[config.mk]
export PLATFORM = sky130hd
export DESIGN_NAME = semaforo_n
export DESIGN_NICKNAME = d
export VERILOG_FILES = /design/src/rtl/semaforo_pkg.sv /design/src/rtl/rr_arbiter.sv /design/src/rtl/semaforo_n.sv
export SDC_FILE = /design/constraint.sdc
export NUM_CORES = 1
export LEC_CHECK = 0
export ABC_AREA = 1
export BUFFER_PORTS_ARGS = -buffer_cell sky130_fd_sc_hd__clkbuf_2
export CORE_ASPECT_RATIO = 0.75
export CORE_UTILIZATION = 25
export CTS_CLUSTER_SIZE = 14
export DETAILED_ROUTE_END_ITERATION = 16
export PLACE_DENSITY_LB_ADDON = 0.1
export SLEW_MARGIN = 40
export SYNTH_ARGS = -nofsm -noshare
export SYNTH_HDL_FRONTEND = slang
export SYNTH_SLANG_ARGS = --single-unit
export TNS_END_PERCENT = 5
[constraint.sdc]
create_clock -name clk -period 2.3 [get_ports clk]
set_input_delay 0.46 -clock clk [delete_from_list [all_inputs] [get_ports clk]]
set_output_delay 0.46 -clock clk [all_outputs]
set_load 0.02 [all_outputs]
[src/rtl/semaforo_pkg.sv]
// Shared types and helpers for the N-way traffic-light controller.
// Holds the FSM state encoding, lamp triplet codes and the timer-width rule.
package semaforo_pkg;

  typedef enum logic [1:0] {S_GREEN, S_YELLOW, S_ALLRED, S_FLASH} state_t;

  // Per-way lamp triplet {red, yellow, green}
  localparam logic [2:0] LAMP_OFF = 3'b000;
  localparam logic [2:0] LAMP_RED = 3'b100;
  localparam logic [2:0] LAMP_YEL = 3'b010;
  localparam logic [2:0] LAMP_GRN = 3'b001;

  function automatic int timer_w(input int a, input int b, input int c, input int d);
    int m;
    m = a;
    if (b > m) m = b;
    if (c > m) m = c;
    if (d > m) m = d;
    return (m < 2) ? 1 : $clog2(m);
  endfunction

  function automatic logic lamp_ok(input logic [2:0] l);
    return (l == LAMP_OFF) || (l == LAMP_RED) || (l == LAMP_YEL) || (l == LAMP_GRN);
  endfunction

endpackage

[src/rtl/rr_arbiter.sv]
// Round-robin pick: first set request after i_last, wrapping, i_last itself checked last.
// Purely combinational; o_valid low and o_next = i_last when nothing is requested.
module rr_arbiter
  import semaforo_pkg::*;
#(
  parameter int N_WAYS = 4,
  localparam int AW = $clog2(N_WAYS)
) (
  input  logic [N_WAYS-1:0] i_req,
  input  logic [AW-1:0]     i_last,
  output logic [AW-1:0]     o_next,
  output logic              o_valid
);

  always_comb begin
    logic [AW-1:0] w_idx;
    w_idx   = '0;
    o_next  = i_last;
    o_valid = 1'b0;
    for (int k = 1; k <= N_WAYS; k++) begin
      w_idx = AW'((int'(i_last) + k) % N_WAYS);
      if (!o_valid && i_req[w_idx]) begin
        o_next  = w_idx;
        o_valid = 1'b1;
      end
    end
  end

endmodule

[src/rtl/semaforo_n.sv]
// N-way traffic-light controller: latched requests, round-robin green with rest-on-green,
// fixed yellow/all-red clearance, and an immediate night flashing-yellow mode.
module semaforo_n
  import semaforo_pkg::*;
#(
  parameter int N_WAYS      = 4,
  parameter int MIN_GREEN   = 8,
  parameter int YELLOW_CYC  = 3,
  parameter int ALL_RED_CYC = 2,
  parameter int FLASH_CYC   = 5,
  localparam int AW = $clog2(N_WAYS)
) (
  input  logic              clk,
  input  logic              reset_n,
  input  logic [N_WAYS-1:0] pulso,
  input  logic              night,
  output logic [N_WAYS-1:0] red,
  output logic [N_WAYS-1:0] yellow,
  output logic [N_WAYS-1:0] green,
  output logic [AW-1:0]     active_way,
  output logic [N_WAYS-1:0] req_pending
);

  localparam int TW = timer_w(MIN_GREEN, YELLOW_CYC, ALL_RED_CYC, FLASH_CYC);
  localparam logic [TW-1:0] T_GREEN  = TW'(MIN_GREEN - 1);
  localparam logic [TW-1:0] T_YELLOW = TW'(YELLOW_CYC - 1);
  localparam logic [TW-1:0] T_ALLRED = TW'(ALL_RED_CYC - 1);
  localparam logic [TW-1:0] T_FLASH  = TW'(FLASH_CYC - 1);

  state_t            r_state;
  logic [TW-1:0]     r_timer;
  logic [AW-1:0]     r_way;
  logic [N_WAYS-1:0] r_req;
  logic [N_WAYS-1:0] r_red;
  logic [N_WAYS-1:0] r_yellow;
  logic [N_WAYS-1:0] r_green;

  logic [AW-1:0]     w_arb_next;
  logic              w_arb_vld;
  logic [AW-1:0]     w_grant_way;
  logic [N_WAYS-1:0] w_cur_mask;
  logic [N_WAYS-1:0] w_grant_mask;
  logic [N_WAYS-1:0] w_req_nxt;
  logic              w_timer_done;
  logic              w_enter_flash;
  logic              w_enter_green;
  logic              w_other_req;

  function automatic logic [N_WAYS-1:0] way_mask(input logic [AW-1:0] w);
    logic [N_WAYS-1:0] m;
    m    = '0;
    m[w] = 1'b1;
    return m;
  endfunction

  rr_arbiter #(.N_WAYS(N_WAYS)) u_arb (
    .i_req   (r_req),
    .i_last  (r_way),
    .o_next  (w_arb_next),
    .o_valid (w_arb_vld)
  );

  assign w_timer_done  = (r_timer == '0);
  assign w_enter_flash = night && (r_state != S_FLASH);
  assign w_enter_green = !night && (r_state == S_ALLRED) && w_timer_done;
  assign w_grant_way   = w_arb_vld ? w_arb_next : r_way;
  assign w_cur_mask    = way_mask(r_way);
  assign w_grant_mask  = way_mask(w_grant_way);
  assign w_other_req   = |(r_req & ~w_cur_mask);

  // The granted way's clear is applied after the set so a same-edge pulse cannot survive.
  always_comb begin
    w_req_nxt = r_req | (pulso & ((r_state == S_GREEN) ? ~w_cur_mask : {N_WAYS{1'b1}}));
    if (night || (r_state == S_FLASH))
      w_req_nxt = '0;
    else if (w_enter_green)
      w_req_nxt = w_req_nxt & ~w_grant_mask;
  end

  always_ff @(posedge clk or negedge reset_n) begin
    if (!reset_n) begin
      r_state  <= S_ALLRED;
      r_timer  <= T_ALLRED;
      r_way    <= '0;
      r_req    <= '0;
      r_red    <= '1;
      r_yellow <= '0;
      r_green  <= '0;
    end else begin
      r_req <= w_req_nxt;
      if (w_enter_flash) begin
        r_state  <= S_FLASH;
        r_timer  <= T_FLASH;
        r_red    <= '0;
        r_yellow <= '1;
        r_green  <= '0;
      end else begin
        case (r_state)
          S_GREEN: begin
            if (!w_timer_done) begin
              r_timer <= r_timer - 1'b1;
            end else if (w_other_req) begin
              r_state  <= S_YELLOW;
              r_timer  <= T_YELLOW;
              r_yellow <= w_cur_mask;
              r_green  <= '0;
            end
          end
          S_YELLOW: begin
            if (!w_timer_done) begin
              r_timer <= r_timer - 1'b1;
            end else begin
              r_state  <= S_ALLRED;
              r_timer  <= T_ALLRED;
              r_yellow <= '0;
              r_red    <= '1;
            end
          end
          S_ALLRED: begin
            if (!w_timer_done) begin
              r_timer <= r_timer - 1'b1;
            end else begin
              r_state <= S_GREEN;
              r_timer <= T_GREEN;
              r_way   <= w_grant_way;
              r_green <= w_grant_mask;
              r_red   <= ~w_grant_mask;
            end
          end
          S_FLASH: begin
            if (!night) begin
              r_state  <= S_ALLRED;
              r_timer  <= T_ALLRED;
              r_red    <= '1;
              r_yellow <= '0;
            end else if (!w_timer_done) begin
              r_timer <= r_timer - 1'b1;
            end else begin
              r_timer  <= T_FLASH;
              r_yellow <= ~r_yellow;
            end
          end
        endcase
      end
    end
  end

  assign red         = r_red;
  assign yellow      = r_yellow;
  assign green       = r_green;
  assign active_way  = r_way;
  assign req_pending = r_req;

  for (genvar gi = 0; gi < N_WAYS; gi++) begin : g_lamp_chk
    a_lamp: assert property (@(posedge clk) disable iff (!reset_n)
      lamp_ok({r_red[gi], r_yellow[gi], r_green[gi]}));
  end

  a_green: assert property (@(posedge clk) disable iff (!reset_n)
    $onehot0(r_green) && !(|(r_green & r_yellow)));

endmodule

* Word-level counts from Yosys, hierarchy flattened
Cells that the tools add are included. Widths: inputs -> output; s select.
Word-level totals: bits in registers 23, input port bits 7, logic and storage cells 119
Cells by class: add/subtract/negate cells 5, order comparisons 8, eq/ne operators 11, mux-type cells 56, bitwise logic cells 8, reductions and logical operators 24
Operators by type and width (number):
- $mux 4 | 17
- $pmux 4 s3 | 2
- $mux 2 | 11
- $mux 3 | 7
- $lt 2x3->1 const B | 6
- $ne 3x3->1 const B | 5
- $and 4x4->4 | 3
- $not 4->4 | 3
- $pmux 3 s4 | 1
- $mux 1 | 10
- $reduce_and 5->1 | 2
- $bmux 1 s2 | 4
- $logic_and 1x1->1 | 8
- $ne 4x4->1 const B | 2
- $pmux 2 s4 | 1
- $pmux 4 s2 | 1
- $reduce_and 4->1 | 2
- $reduce_bool 4->1 | 2
- $add 2x1->2 const B | 2
- $add 2x2->2 const B | 2
- $demux 1 s2 | 2
- $eq 2x2->1 const B | 2
- $ge 2x1->1 const B | 2
- $logic_not 1->1 | 4
- other kinds (11) | 11

* Logic depth before layout (Yosys ltp)
Gate-level depths: netlist of run 1.
word-level depth 22, gate-level depth with buffers 13, depth with buffers taken out 12

* By module
Synthesis of run 1 repeated with hierarchy kept, for this count alone.
Unflattened totals: cells, all modules 218, area total of the unflattened synthesis 1630.3 sq um
By module, submodules not included:
- semaforo_n | instances 1, cells an instance 172, area an instance 1398.8 sq um
- rr_arbiter | instances 1, cells an instance 46, area an instance 231.5 sq um

* Least setup slack after synthesis of run 1
Ideal clock, no wire load.
path kind register to register, start register r_way[0], in the netlist active_way[0], end register r_req[3], in the netlist req_pending[3], arrival time 1.908 ns, required time 2.181 ns, slack 0.273 ns, stages on the path, launching flop included 12, path through dfrtp_1 inv_2 buf_6 ha_1 inv_1 nand3_1 nand2_2 nor2_4 nand3_1 nand2_2 nand2_2 o21a_1
Between the ends: cells in the longest elaborated chain, start to end 22, elaborated cells on any way between the ends 45, classes of those cells add/sub: 4; order compare: 4; mux: 24; bitwise: 5; reduce/logical: 8
RTL lines:
- start, declared | RTL line semaforo_n.sv:32 | logic [AW-1:0] r_way;
- start signal, assigned | RTL line semaforo_n.sv:125 | r_way <= w_grant_way;
- $add 2x1->2 | RTL line rr_arbiter.sv:21 | w_idx = AW'((int'(i_last) + k) % N_WAYS);
- $bmux 1 s2 | RTL line rr_arbiter.sv:22 | if (!o_valid && i_req[w_idx]) begin
- $mux 1 (not written as such) | RTL line rr_arbiter.sv:22
- $mux 1 | RTL line rr_arbiter.sv:22
- $logic_not 1->1 | RTL line rr_arbiter.sv:22
- $logic_and 1x1->1 | RTL line rr_arbiter.sv:22
- $mux 1 | RTL line rr_arbiter.sv:22
- $logic_not 1->1 | RTL line rr_arbiter.sv:22
- [... 7 more ...]
- $logic_and 1x1->1 (not written as such) | RTL line semaforo_n.sv:52 | m[w] = 1'b1;
- $mux 1 (not written as such) | RTL line semaforo_n.sv:52
- $demux 1 s2 | RTL line semaforo_n.sv:52
- $not 4->4 | RTL line semaforo_n.sv:77 | w_req_nxt = w_req_nxt & ~w_grant_mask;
- $and 4x4->4 | RTL line semaforo_n.sv:77
- $mux 4 * | RTL line semaforo_n.sv:76 | else if (w_enter_green)
- $mux 4 * | RTL line semaforo_n.sv:74 | if (night || (r_state == S_FLASH))
- net w_req_nxt[3] | RTL line semaforo_n.sv:43 | logic [N_WAYS-1:0] w_req_nxt;
- end signal, assigned | RTL line semaforo_n.sv:90 | r_req <= w_req_nxt;
- end, declared | RTL line semaforo_n.sv:33 | logic [N_WAYS-1:0] r_req;
The timed path passes the listed nets; every way through them passes the cells marked *. The select of a mux whose other input is x is not followed. A chain may end at the register's enable or synchronous reset.

* Worst setup path after layout of run 1
Ends and elaborated chain as after synthesis.

==> results of run 1 <==
cells by family after synthesis:
group,share of synthesized area (%)
flip-flops,39.2
adder cells (fa/ha/maj),5.04
AO/OA/AOI/OAI,13.2
AND/OR/NAND/NOR,33.9
buffers and inverters,8.74
routing by layer:
| metal | track usage [%] | up-vias | wire [um] |
|---|---|---|---|
| met2 | 18.9 | 33 | 1480 |
| met4 | 1.59 | 0 | 0 |
| met1 | 19.6 | 627 | 2160 |
| met3 | 3.29 | 0 | 180 |
| li1 | - | 714 | - |
| met5 | 0 | - | 0 |
final timing paths:
kind                                        to  slack [ns]  cells past startpoint
min in group clk                        red[3]        0.47                      2
worst min-delay path                 yellow[3]        0.17                      1
worst max-delay path            req_pending[3]        0.45                     10
max in group asynchronous               red[3]        1.75                      1
worst max register to register  req_pending[3]        0.45                     10
worst min register to register          red[3]        0.47                      2
synth_stat cells (2+ instances only):
| cell type | number |
|---|---|
| nor2_4 | 2 |
| dfstp_2 | 6 |
| nand3_1 | 18 |
| o22ai_1 | 6 |
| inv_1 | 27 |
| nor2_1 | 18 |
| ha_1 | 6 |
| dfrtp_1 | 17 |
| a21oi_1 | 6 |
| nand2_2 | 9 |
| o21ai_0 | 13 |
| a211oi_1 | 2 |
| nand2_1 | 55 |
| o21a_1 | 2 |
| nand2_4 | 3 |
| o21ai_1 | 2 |
registers in the layout (all words and copies together), names as in the netlist:
name / cells
green: 4
red: 4
req_pending: 4
yellow: 4
r_timer: 3
active_way: 2
r_state: 2
power by group through the flow:
| stage | Clock, mW | Sequential (mW) | Combinational, mW |
|---|---|---|---|
| 2_1_floorplan | 0 | 0.911 | 1.18 |
| 4_1_cts | 0.272 | 0.776 | 1.80 |
| 5_1_grt | 0.286 | 0.803 | 2.02 |
| 6_report | 0.260 | 0.776 | 1.79 |
| 3_5_place_dp | 0 | 0.785 | 1.79 |
| 3_3_place_gp | 0 | 0.787 | 1.83 |
stage by stage:
step,worst slack (ns),std cells,hold WS (ns),power (mW)
final,0.447,308,0.169,2.82
after global routing,0.279,308,0.216,3.11
after CTS,0.453,308,0.195,2.85
after detailed placement,0.466,304,0.460,2.58
after global placement,0.465,304,0.469,2.62
after floorplan,0.273,203,0.164,2.09
worst max-delay path: cells and delay by family, from the launching register on:
family,cells,cell delay [ns]
simple gates,6,0.66
flops,1,0.37
fa+ha+maj,1,0.35
buf+inv,2,0.18
compound gates,1,0.18
cell type report:
| cell class | instances | area (sq um) | area share (%) |
|---|---|---|---|
| clock buffers | 3 | 41.3 | 2.34 |
| clock inverters | 1 | 7.51 | 0.425 |
| multi-input cells | 149 | 776 | 43.9 |
| inverters | 29 | 114 | 6.45 |
| repair buffers | 28 | 150 | 8.50 |
| flip-flops and latches | 23 | 583 | 33.0 |
| well taps | 75 | 93.8 | 5.32 |
==> key figures, run 1 <==
Drt
  • DR WL/cell: roughly 12 um
  • Antenna-violating nets left: 0
  • Starting DRC count in detailed routing: just under 70
  • Via-to-Cell Ratio: roughly 4.5
  • Via count: around 1400
  • DRC: 0
  • Drt pass-1 iters: 5
  • Detailed Route WL: about 3800 um

Yosys
  • #FFs+latches synth: 23
  • Synthesized area per cell: ~7.3 sq um
  • Post-synth EDFFs: 0
  • Cells after Synth: a little over 200
  • Top cells by area, synth: dfrtp_1 (29%), nand2_1 (14%), dfstp_2 (11%)
  • Post-synth cell types: 27
  • Register area share after synthesis: about two fifths
  • Yosys warnings: 0
  • Async set-reset flop share out of synthesis: 100%
  • Synth Cell Area: 1490 sq um
  • Syn nets: ~220
  • Post-synth top area share: 28.6%
  • Most used DFF post-synth: dfrtp_1
  • Yosys top cell by area: dfrtp_1

Global routing
  • Tot GR Track Use: between 10% and 20%
  • First-pass GRT wire length: about 6200 um
  • Vias in the first global route: roughly 1300
  • Largest net degree at the start of global routing: 24
  • Grt total ovfl: 0
  • Initial antenna violation count: 0

Clocking
  • H-tree levels: 1
  • Later-pin clock latency in the skew report: about 0.27 ns
  • Clock Path Buffers: 2
  • Setup bufs post-CTS: 0
  • Clock sink count: 23
  • PostCTS Resize Cnt: 0
  • Worst-path clk slew: around 0.090 ns
  • CTS tree: done
  • Root buffer cell: clkbuf_8
  • Total CTS buffers: 3
  • CTS hold repair buffers: 0

Critical path
  • Most used cell, CP: nand2_2
  • Crit-path cells: inv_2 -> ha_1 -> inv_1 -> nand3_1 -> nand2_2 -> nor2_4 -> nand3_1 -> nand2_2 -> nand2_2 -> o21a_1
  • Critical Path Fanout Max: 6
  • CP Class: register to register
  • Crit path DAT: 2.02 ns
  • Max stage delay cell, worst path: dfrtp_1
  • Startpoint types: register
  • FF-to-FF Start: active_way[0]
  • Crit path launch: active_way[0]
  • Crit end category: register
  • Crit path largest cell delay: roughly 0.37 ns
  • Required time of the critical path: around 2.5 ns

Floorplanning
  • Core area: 5530 sq um
  • Die Ht: 68.8 um
  • Row count: 23
  • Die Wd: a little over 90 um
  • Initial core utilization: 26.9%
  • Die area: 6270 sq um
  • I/O pin cnt: 25

Timing
  • Setup TNS: 0 ns
  • Minimum clock period: around 1.9 ns
  • Worst rel slew slack: between 60% and 70%
  • Final hold viol count: 0
  • Tcrit/Tclk final: between 80% and 90%
  • Final Slew Violations: 0
  • Unrepaired setup endpoints after global routing: false
  • Slew @ Worst Pin: roughly 0.57 ns
  • Setup violators final: 0
  • Clk_skew: between 0.0015 and 0.002 ns
  • Peak Freq: around 0.54 GHz

Pwr
  • Pwr dens: 1600 nW/um^2
  • Worst ir drop on vdd: between 0.0004 and 0.0005 V
  • Sw Pwr: about 1.5 mW
  • Switching Share: a little over half
  • P_leak: roughly 0.9 nW
  • Sequential power share: roughly 28%
  • Int Pwr: ~1.3 mW
  • Gate power share: 63.3%
  • Clock power frac: slightly above 9%

Finish
  • Share of cells above drive strength 1: around 24%
  • ANT cells: 0
  • Fin util: 32.0%
  • Final instance area: between 1500 and 2000 sq um
  • Commonest non-fill, non-tap cell in the layout: nand2_1
  • Post-layout nets: ~250
  • Fillers: around 630
  • Layout area overhead: 18.6%
  • Commonest non-fill, non-tap cells in the layout: nand2_1 (55), inv_1 (27), clkbuf_2 (24)

Worst hold path
  • Class of the worst hold path: input pin to async pin

Place
  • Port bufs: 24
  • RD Place Congestion: ~0.82
  • Final HPWL DP: 3030 um
  • DP Area: ~1700 sq um

Run status
  • Outcome: complete, no violations

Flow run
  • Max Cap Viol: 0
No activity file was read; power rests on OpenSTA's default activity.
==> inputs of run 2 (changes only) <==
==> constraint.sdc (replaced) <==
create_clock -name clk -period 1.62 [get_ports clk]
set_input_delay 0.324 -clock clk [delete_from_list [all_inputs] [get_ports clk]]
set_output_delay 0.324 -clock clk [all_outputs]
set_load 0.02 [all_outputs]
==> run 2 against run 1 <==
  * The flow now finishes with violations (negative setup slack)
  * Power grew 68%
  * Final cell count grew 7.8%
  * Routed wire length rose by 7.4%
  * Global-route usage increased by 0.92 points
  * Sequential share of layout area shrank 4.1 points
  * Register-to-register slack worse by 0.50 ns
  * First-iteration DRC count decreased by 13%
  * Combinational power grew 83%
  * Utilization increased by 4.8 points
  * Worst hold slack worse by 0.12 ns
  * Critical path depth is 3 higher
  * Largest cell class unchanged
==> key figures, run 2 (synthesis results as in run 1) <==
Global routing
  • Tot GR Track Use: 13.9% (was 13.0%)
  • Grt total ovfl: 0 (unchanged)
  • Vias in the first global route: 1326 (was 1278)
  • First-pass GRT wire length: 6730 um (was 6240 um)
  • Largest net degree at the start of global routing: 24 (unchanged)
  • Initial antenna violation count: 0 (unchanged)

Floorplanning
  • Row count: 23 (unchanged)
  • Die Wd: 91.1 um (unchanged)
  • Die area: 6270 sq um (unchanged)
  • I/O pin cnt: 25 (unchanged)
  • Die Ht: 68.8 um (unchanged)
  • Core area: 5530 sq um (unchanged)
  • Initial core utilization: 26.9% (unchanged)

Pwr
  • P_leak: 1.04 nW (was 0.916 nW)
  • Total Power: 4.75 mW (was 2.82 mW)
  • Worst ir drop on vdd: 0.000797 V (was 0.000482 V)
  • Pwr dens: 2340 nW/um^2 (was 1600 nW/um^2)

Finish
  • Commonest non-fill, non-tap cells in the layout: nand2_1 (51), buf_4 (27), inv_1 (24), clkbuf_2 (24), nor2_1 (16) (was nand2_1 (55), inv_1 (27), clkbuf_2 (24))
  • Fin util: 36.7% (was 32.0%)
  • Fillers: 603 (was 628)
  • Layout area overhead: 36.2% (was 18.6%)
  • Share of cells above drive strength 1: 38.9% (was 24.0%)
  • Register area: 587 sq um (was 583 sq um)
  • Commonest non-fill, non-tap cell in the layout: nand2_1 (unchanged)
  • Post-layout nets: 271 (was 247)
  • Multi-input gate area: 846 sq um (was 776 sq um)
  • Non-filler cells, final: 332 (was 308)
  • ANT cells: 0 (unchanged)

Clocking
  • Clock Path Buffers: 2 (unchanged)
  • Root buffer cell: clkbuf_8 (unchanged)
  • Clock sink count: 23 (unchanged)
  • Worst-path clk slew: 0.09 ns (about the same)
  • Setup bufs post-CTS: 0 (unchanged)
  • CTS hold repair buffers: 0 (unchanged)
  • Total CTS buffers: 3 (unchanged)
  • Later-pin clock latency in the skew report: 0.27 ns (about the same)
  • CTS tree: done (unchanged)
  • H-tree levels: 1 (unchanged)

Place
  • RD Place Congestion: 0.749 (was 0.818)
  • Inst Count DP: 328 (was 304)
  • Final HPWL DP: 3220 um (was 3030 um)
  • Pre-CTS setup slack: -0.0729 ns (was 0.466 ns)
  • Port bufs: 24 (unchanged)

Worst hold path
  • Class of the worst hold path: input pin to async pin (unchanged)

Drt
  • Antenna-violating nets left: 0 (unchanged)
  • DR WL/cell: 12.4 um (about the same)
  • Via-to-Cell Ratio: 4.27 (was 4.46)
  • Starting DRC count in detailed routing: 59 (was 68)
  • Drt pass-1 iters: 4 (was 5)
  • Detailed Route WL: 4110 um (was 3820 um)
  • Via count: 1419 (was 1374)
  • DRC: 0 (unchanged)

Timing
  • Worst hold margin: 0.0466 ns (was 0.169 ns)
  • Setup violators final: 14 (was 0)
  • Worst rel slew slack: 59.4% (was 62.2%)
  • Worst Slack Setup Final: -0.0519 ns (was 0.447 ns)
  • Slew @ Worst Pin: 0.610 ns (was 0.567 ns)
  • Tcrit/Tclk final: 103% (was 80.6%)
  • Peak Freq: 0.598 GHz (was 0.540 GHz)
  • Minimum clock period: 1.67 ns (was 1.85 ns)
  • Final hold viol count: 0 (unchanged)
  • Unrepaired setup endpoints after global routing: true (was false)
  • Final Slew Violations: 0 (unchanged)
  • Clk_skew: 0.00446 ns (was 0.00180 ns)

Critical path
  • Required time of the critical path: 1.84 ns (was 2.46 ns)
  • Startpoint types: register (unchanged)
  • Critical Path Fanout Max: 6 (unchanged)
  • Crit path launch: active_way[0] (unchanged)
  • CP Class: register to register (unchanged)
  • Crit end category: register (unchanged)
  • Crit path DAT: 1.89 ns (was 2.02 ns)
  • Reg-to-reg slack, setup: -0.05 ns (was 0.45 ns)
  • FF-to-FF Start: active_way[0] (unchanged)

Run status
  • Outcome: complete, but fails checks (was complete, no violations)
  • Failing checks: negative setup slack

Flow run
  • Max Cap Viol: 0 (unchanged)
run 2: path summary, 6_finish.rpt:
path | to | cells past startpoint
min in group clk | req_pending[0] | 5
setup reg to reg | red[3] | 13
hold / removal | yellow[3] | 1
hold reg to reg | red[0] | 2
max in group asynchronous | active_way[1] | 1
setup / recovery | red[3] | 13
run 2: final cells by class:
cell class | instances | share of cell area [%]
Clock buffer | 3 | 2.04
Sequential cell | 23 | 28.9
Clock inverter | 1 | 0.370
Inverter | 29 | 5.86
Tap cell | 75 | 4.63
Multi-Input combinational cell | 149 | 41.7
Timing Repair Buffer | 52 | 16.5
run 2: metrics by stage:
| stage | setup TNS (ns) | cell area, sq um |
|---|---|---|
| after floorplan | -1.53 | 1520 |
| after global placement | -0.689 | 1920 |
| after detailed placement | -0.517 | 1920 |
| after CTS | -0.282 | 1990 |
| after global routing | -2.59 | 2030 |
| final | -0.344 | 2030 |
run 2: worst max-delay path: stages, from the launching register on:
cell and delay, ns:
dfrtp_2 0.39, inv_4 0.06, ha_4 0.29, inv_4 0.05, nand3_2 0.07, nand2_2 0.07
nor2_4 0.18, nand2_2 0.09, nand2_2 0.07, nand2_2 0.07, buf_6 0.12, nand3_2 0.05
nand2_1 0.05, nand2_1 0.06
run 2: layer usage:
| metal | routed length (um) | global-route usage [%] | up-vias |
|---|---|---|---|
| met4 | 7 | 1.79 | 0 |
| met1 | 2380 | 21.7 | 632 |
| met3 | 130 | 2.96 | 2 |
| li1 | - | - | 760 |
| met2 | 1580 | 19.8 | 25 |
| met5 | 0 | 0 | - |
run 2: repair_timing:
item	in CTS	in global routing
hold endpoints to repair	0	0
setup endpoints to repair	19	22
resized for setup	7	14
pin swaps	2	10
run 2: power by group:
| part | internal, mW | switching (mW) |
|---|---|---|
| clock | 0.174 | 0.204 |
| sequential | 0.887 | 0.202 |
| combinational | 1.31 | 1.97 |
| total | 2.37 | 2.38 |
